$ cat src/rtl/im_loader.sv
// im_loader: program loader for the writable instruction store.
//
// Accepts a byte-serial program stream on a valid/ready handshake, packs bytes big-endian into
// 32-bit words and issues one write strobe per word at consecutive word addresses from 0. The
// processor is held in reset (cpu_hold) for the whole load.
//
// Ports:
//   clk, reset   clock; asynchronous active-high reset
//   start        begin a load (sampled only while idle)
//   len_words    words to load; clamped to 2^ADDR_W
//   byte_valid   byte_data holds a valid byte this cycle
//   byte_data    program byte, most-significant byte of each word first
//   byte_ready   loader accepts a byte this cycle
//   we           instruction-memory write strobe, one cycle per word
//   waddr        word address of the write
//   wdata        assembled word of the write
//   busy         load in progress
//   cpu_hold     hold processor in reset (same as busy)
//   done         last load completed; cleared when the next start is accepted
//   checksum     XOR of every word written in the current/last load
module im_loader #(
  parameter int unsigned ADDR_W = 8
) (
  input  logic              clk,
  input  logic              reset,
  input  logic              start,
  input  logic [ADDR_W:0]   len_words,
  input  logic              byte_valid,
  input  logic [7:0]        byte_data,
  output logic              byte_ready,
  output logic              we,
  output logic [ADDR_W-1:0] waddr,
  output logic [31:0]       wdata,
  output logic              busy,
  output logic              cpu_hold,
  output logic              done,
  output logic [31:0]       checksum
);

  typedef enum logic [1:0] {
    StIdle,
    StRecv,
    StWrite,
    StDone
  } state_e;

  state_e            state_q;
  logic [ADDR_W:0]   len_q;
  logic [ADDR_W:0]   idx_q;       // one bit wider than waddr so a full-capacity load can finish
  logic [1:0]        cnt_q;       // bytes received for the current word
  logic [31:0]       wdata_q;
  logic [31:0]       checksum_q;
  logic              we_q;
  logic              busy_q;
  logic              done_q;

  logic [ADDR_W:0]   max_len;
  logic [ADDR_W:0]   len_clamped;
  logic [ADDR_W:0]   len_one;

  assign max_len     = {1'b1, {ADDR_W{1'b0}}};
  assign len_one     = {{ADDR_W{1'b0}}, 1'b1};
  assign len_clamped = (len_words > max_len) ? max_len : len_words;

  always_ff @(posedge clk or posedge reset) begin
    if (reset) begin
      state_q    <= StIdle;
      len_q      <= '0;
      idx_q      <= '0;
      cnt_q      <= '0;
      wdata_q    <= '0;
      checksum_q <= '0;
      we_q       <= 1'b0;
      busy_q     <= 1'b0;
      done_q     <= 1'b0;
    end else begin
      we_q <= 1'b0;
      unique case (state_q)
        StIdle: begin
          if (start) begin
            done_q     <= 1'b0;
            checksum_q <= '0;
            idx_q      <= '0;
            cnt_q      <= '0;
            len_q      <= len_clamped;
            busy_q     <= 1'b1;
            state_q    <= (len_clamped == '0) ? StDone : StRecv;
          end
        end
        StRecv: begin
          if (byte_valid) begin
            wdata_q <= {wdata_q[23:0], byte_data};
            cnt_q   <= cnt_q + 2'd1;
            if (cnt_q == 2'd3) begin
              // Fourth byte completes the word; strobe is raised together with WRITE.
              we_q    <= 1'b1;
              state_q <= StWrite;
            end
          end
        end
        StWrite: begin
          checksum_q <= checksum_q ^ wdata_q;
          if (idx_q == len_q - len_one) begin
            state_q <= StDone;
          end else begin
            idx_q   <= idx_q + len_one;
            cnt_q   <= '0;
            state_q <= StRecv;
          end
        end
        StDone: begin
          busy_q  <= 1'b0;
          done_q  <= 1'b1;
          state_q <= StIdle;
        end
        default: state_q <= StIdle;
      endcase
    end
  end

  // Ready depends on the state register only, never on byte_valid.
  assign byte_ready = (state_q == StRecv);
  assign we         = we_q;
  assign waddr      = idx_q[ADDR_W-1:0];
  assign wdata      = wdata_q;
  assign busy       = busy_q;
  assign cpu_hold   = busy_q;
  assign done       = done_q;
  assign checksum   = checksum_q;

endmodule

$ cat config.mk
export PLATFORM = sky130hd
export DESIGN_NAME = im_loader
export DESIGN_NICKNAME = d
export VERILOG_FILES = /design/src/rtl/im_loader.sv
export SDC_FILE = /design/constraint.sdc
export NUM_CORES = 1
export LEC_CHECK = 0
export CAP_MARGIN = 15
export CORE_ASPECT_RATIO = 0.9
export CORE_UTILIZATION = 51
export DETAILED_ROUTE_END_ITERATION = 6
export PLACE_DENSITY = 0.82
export SETUP_SLACK_MARGIN = 0.5
export SLEW_MARGIN = 20
export SYNTH_ARGS = -nofsm -noshare
export SYNTH_HDL_FRONTEND = slang
export SYNTH_SLANG_ARGS = --single-unit
$ cat constraint.sdc
create_clock -name clk -period 7 [get_ports clk]
set_input_delay 1.75 -clock clk [delete_from_list [all_inputs] [get_ports clk]]
set_output_delay 1.75 -clock clk [all_outputs]
set_load 0.05 [all_outputs]
==> impl_metrics.toml <==
[sta]
skew_ns = 0.0138
max_freq_mhz = 245
timing.final.crit_share = 0.583
slew_headroom = 0.431
worst_slack_ns = 2.92
timing.hold.ws_ns = 0.515
drv_slew = 0
hold_viol_final = 0
rsz0062_at_grt = "no"
setup_violations = 0
tightest_slew_ns = 0.854
min_period_ns = 4.08
setup-tns-final_ns = 0

[placement]
dp_hpwl_um = 6860
port_buffers = 97
dp_cells = 599
pre_cts_ws_ns = 3.33
place_congestion = 0.839

[die]
num_io_pins = 98
fp.dieH_um = 90.3
num_rows = 31
fp.dieW_um = 100
die-area_mm2 = 0.00904
initial_core_util = 0.537
core_mm2 = 0.00822

[cells_and_area]
nets = 519
area_growth_pct = 26.5
drive_above_1_share = 0.144
antenna_cells = 0
instances_no_fill = 615
nFillCells = 633
final_util = 0.680

[logic_synthesis]
syn_inst = 414
synth_cell_types = 59
synthMuxAreaShare = 0.111
yosysMostFrequentCell = "dfrtp_1"
synth.area.top_cells = "dfrtp_1, mux2_2, xor2_1"
synth_top_family_by_area = "simple AND/OR/NAND/NOR gates"
synth-seq-area-share = 0.504
ys_ff_latch = 89
synth_common_cells = "dfrtp_1, nand2_1, nor2_1"
synthXorXnorAreaFrac = 0.0705
syn_nets = 438
synth_top_area_cell = "dfrtp_1"
avgSynthCellArea_um2 = 10.7
yosys_warnings = 0
synthArstFlopShare = 1.00
synth.cell_area_mm2 = 0.00442
yosys.area_share.adder = 0.00849
synth_edf_count = 0
synth_compound_area_frac = 0.0909
synth_top_area_frac = 0.504
synth_simple_gate_area_frac = 0.174
ys.flop_type = "dfrtp_1"

[critical_path]
crit_fanout = 27
ff2ff_path_depth = 8
cp_slowest_cell = "clkdlybuf4s50_1"
max_stage_delay_ns = 0.87
path_buf_inv = 1
cp-end-kind = "output port"
critPathLaunchType = "flop"
crit_family = "buffers and inverters"
path_cells = "nor2b_1 > clkdlybuf4s50_1"
critPathKind = "flop to output port"
crit_cells = 2
crit_arrival_ns = 2.33
required_ns = 5.25

[global_route]
grt_overflow = 0
grt_max_degree = 90
grt_pass1_wl_um = 16900
antenna_found_initial = 0
grt_usage = 0.237
grt_pass1_vias = 3447

[clock_tree]
cts_hold_buf = 0
clock_latency_ns = 0.35
cts_buffer_depth = 2
root_buffer = "clkbuf_8"
cts.sinks = 89
post_cts_buffers = 0
cts_tree = "built"
cts_buffers = 9
cts_max_level = 3
cts.clk_slew.worst_paths_ns = 0.09
post_cts_resized = 0

[power]
switching_power_mw = 1.37
cellLeakagePower_nw = 2.40
swShare = 0.489
ir_drop_mv = 0.311
p_clk_frac = 0.113
p_per_area_mw_per_mm2 = 500
pwr-share-comb = 0.553
p_int_mw = 1.43
pwr-share-seq = 0.334

[route]
totalWireLength_um = 10100
routed-via-count = 3408
drt-wirelength-per-cell_um = 16.4
ant_nets = 0
drc_errors = 0
via_per_inst = 5.54
drtIter0Drc = 161
first_pass_iters = 4

[hold_path]
min_path_type = "flop to flop"
whs_path_depth = 1

[run_status]
status = "completed"

[flow_run]
max-cap-violations = 0
## state kept, by name, indices dropped and copies added, names as in the netlist
signal,flops
busy,1
checksum,32
cnt_q,2
done,1
idx_q,9
len_q,9
state_q,2
wdata,32
we,1
## placed cells by master, fill, tap and decap left out, types with 5 or more instances in the layout
cell / count
o21ai_0: 7
nor2_1: 42
nor3_1: 7
a22o_1: 7
clkbuf_8: 10
mux2i_1: 5
nand3b_1: 8
nand4_1: 5
clkdlybuf4s50_1: 97
nand2b_1: 5
inv_1: 5
xor2_1: 29
dfrtp_1: 89
nand2_1: 61
mux2_2: 39
## kinds of logic (layout without fill, tap and decap cells)
kind of cell	after synthesis	after routing
mux	44	44
compound gates	48	48
flops	89	89
buf+inv	37	123
xor+xnor	34	34
simple gates	159	159
fa+ha+maj	3	3
## per-stage QoR
step | cell area, µm² | total power [mW]
6_report | 5590 | 2.80
5_1_grt | 5590 | 2.94
4_1_cts | 5590 | 2.81
3_5_place_dp | 5410 | 2.48
3_3_place_gp | 5410 | 2.44
2_1_floorplan | 4420 | 2.01
## worst paths after layout
| kind | slack (ns) | endpoint | startpoint |
|---|---|---|---|
| setup / recovery | 2.92 | byte_ready | state_q[1]$_DFFE_PP0P_ |
| hold / removal | 0.52 | cnt_q[0]$_DFFE_PP0P_ | cnt_q[0]$_DFFE_PP0P_ |
| setup reg to reg | 4.20 | idx_q[0]$_DFFE_PP0P_ | len_q[0]$_DFFE_PP0P_ |
| hold reg to reg | 0.52 | cnt_q[0]$_DFFE_PP0P_ | cnt_q[0]$_DFFE_PP0P_ |
| max in group asynchronous | 4.52 | checksum[27]$_DFFE_PP0P_ | reset |
| min in group asynchronous | 1.94 | checksum[28]$_DFFE_PP0P_ | reset |
## power by group through the flow
stage / Combinational (mW) / Sequential [mW] / Clock (mW)
after global placement: 1.52 / 0.925 / 0
after CTS: 1.55 / 0.933 / 0.324
after floorplan: 0.640 / 1.37 / 0
final: 1.55 / 0.934 / 0.315
after detailed placement: 1.54 / 0.938 / 0
after global routing: 1.63 / 0.963 / 0.342
## cell type report
class                      count  area [µm²]  share of cell area
inverter                       6        23.8             0.00425
clock buffer                  12         145              0.0260
clock inverter                 4        28.8             0.00515
tap                          115         144              0.0257
sequential                    89        2230               0.398
multi-input combinational    288        2020               0.361
timing repair buffer         101        1000               0.180
## per-layer routing
layer / global-route usage / share of wire
met1: 0.322 / 0.43
met2: 0.365 / 0.48
met3: 0.0797 / 0.080
met4: 0.0604 / 0.0094
met5: 0 / 0
## worst register-to-register path, cell delays in order, from the launching register on
cell	delay, ns
dfrtp_1	0.46
inv_1	0.11
ha_1	0.24
or4b_4	0.51
o311a_2	0.14
a211oi_2	0.41
or2_0	0.38
nor2_1	0.15
o311ai_1	0.30
No activity file was read; power rests on OpenSTA's default activity.
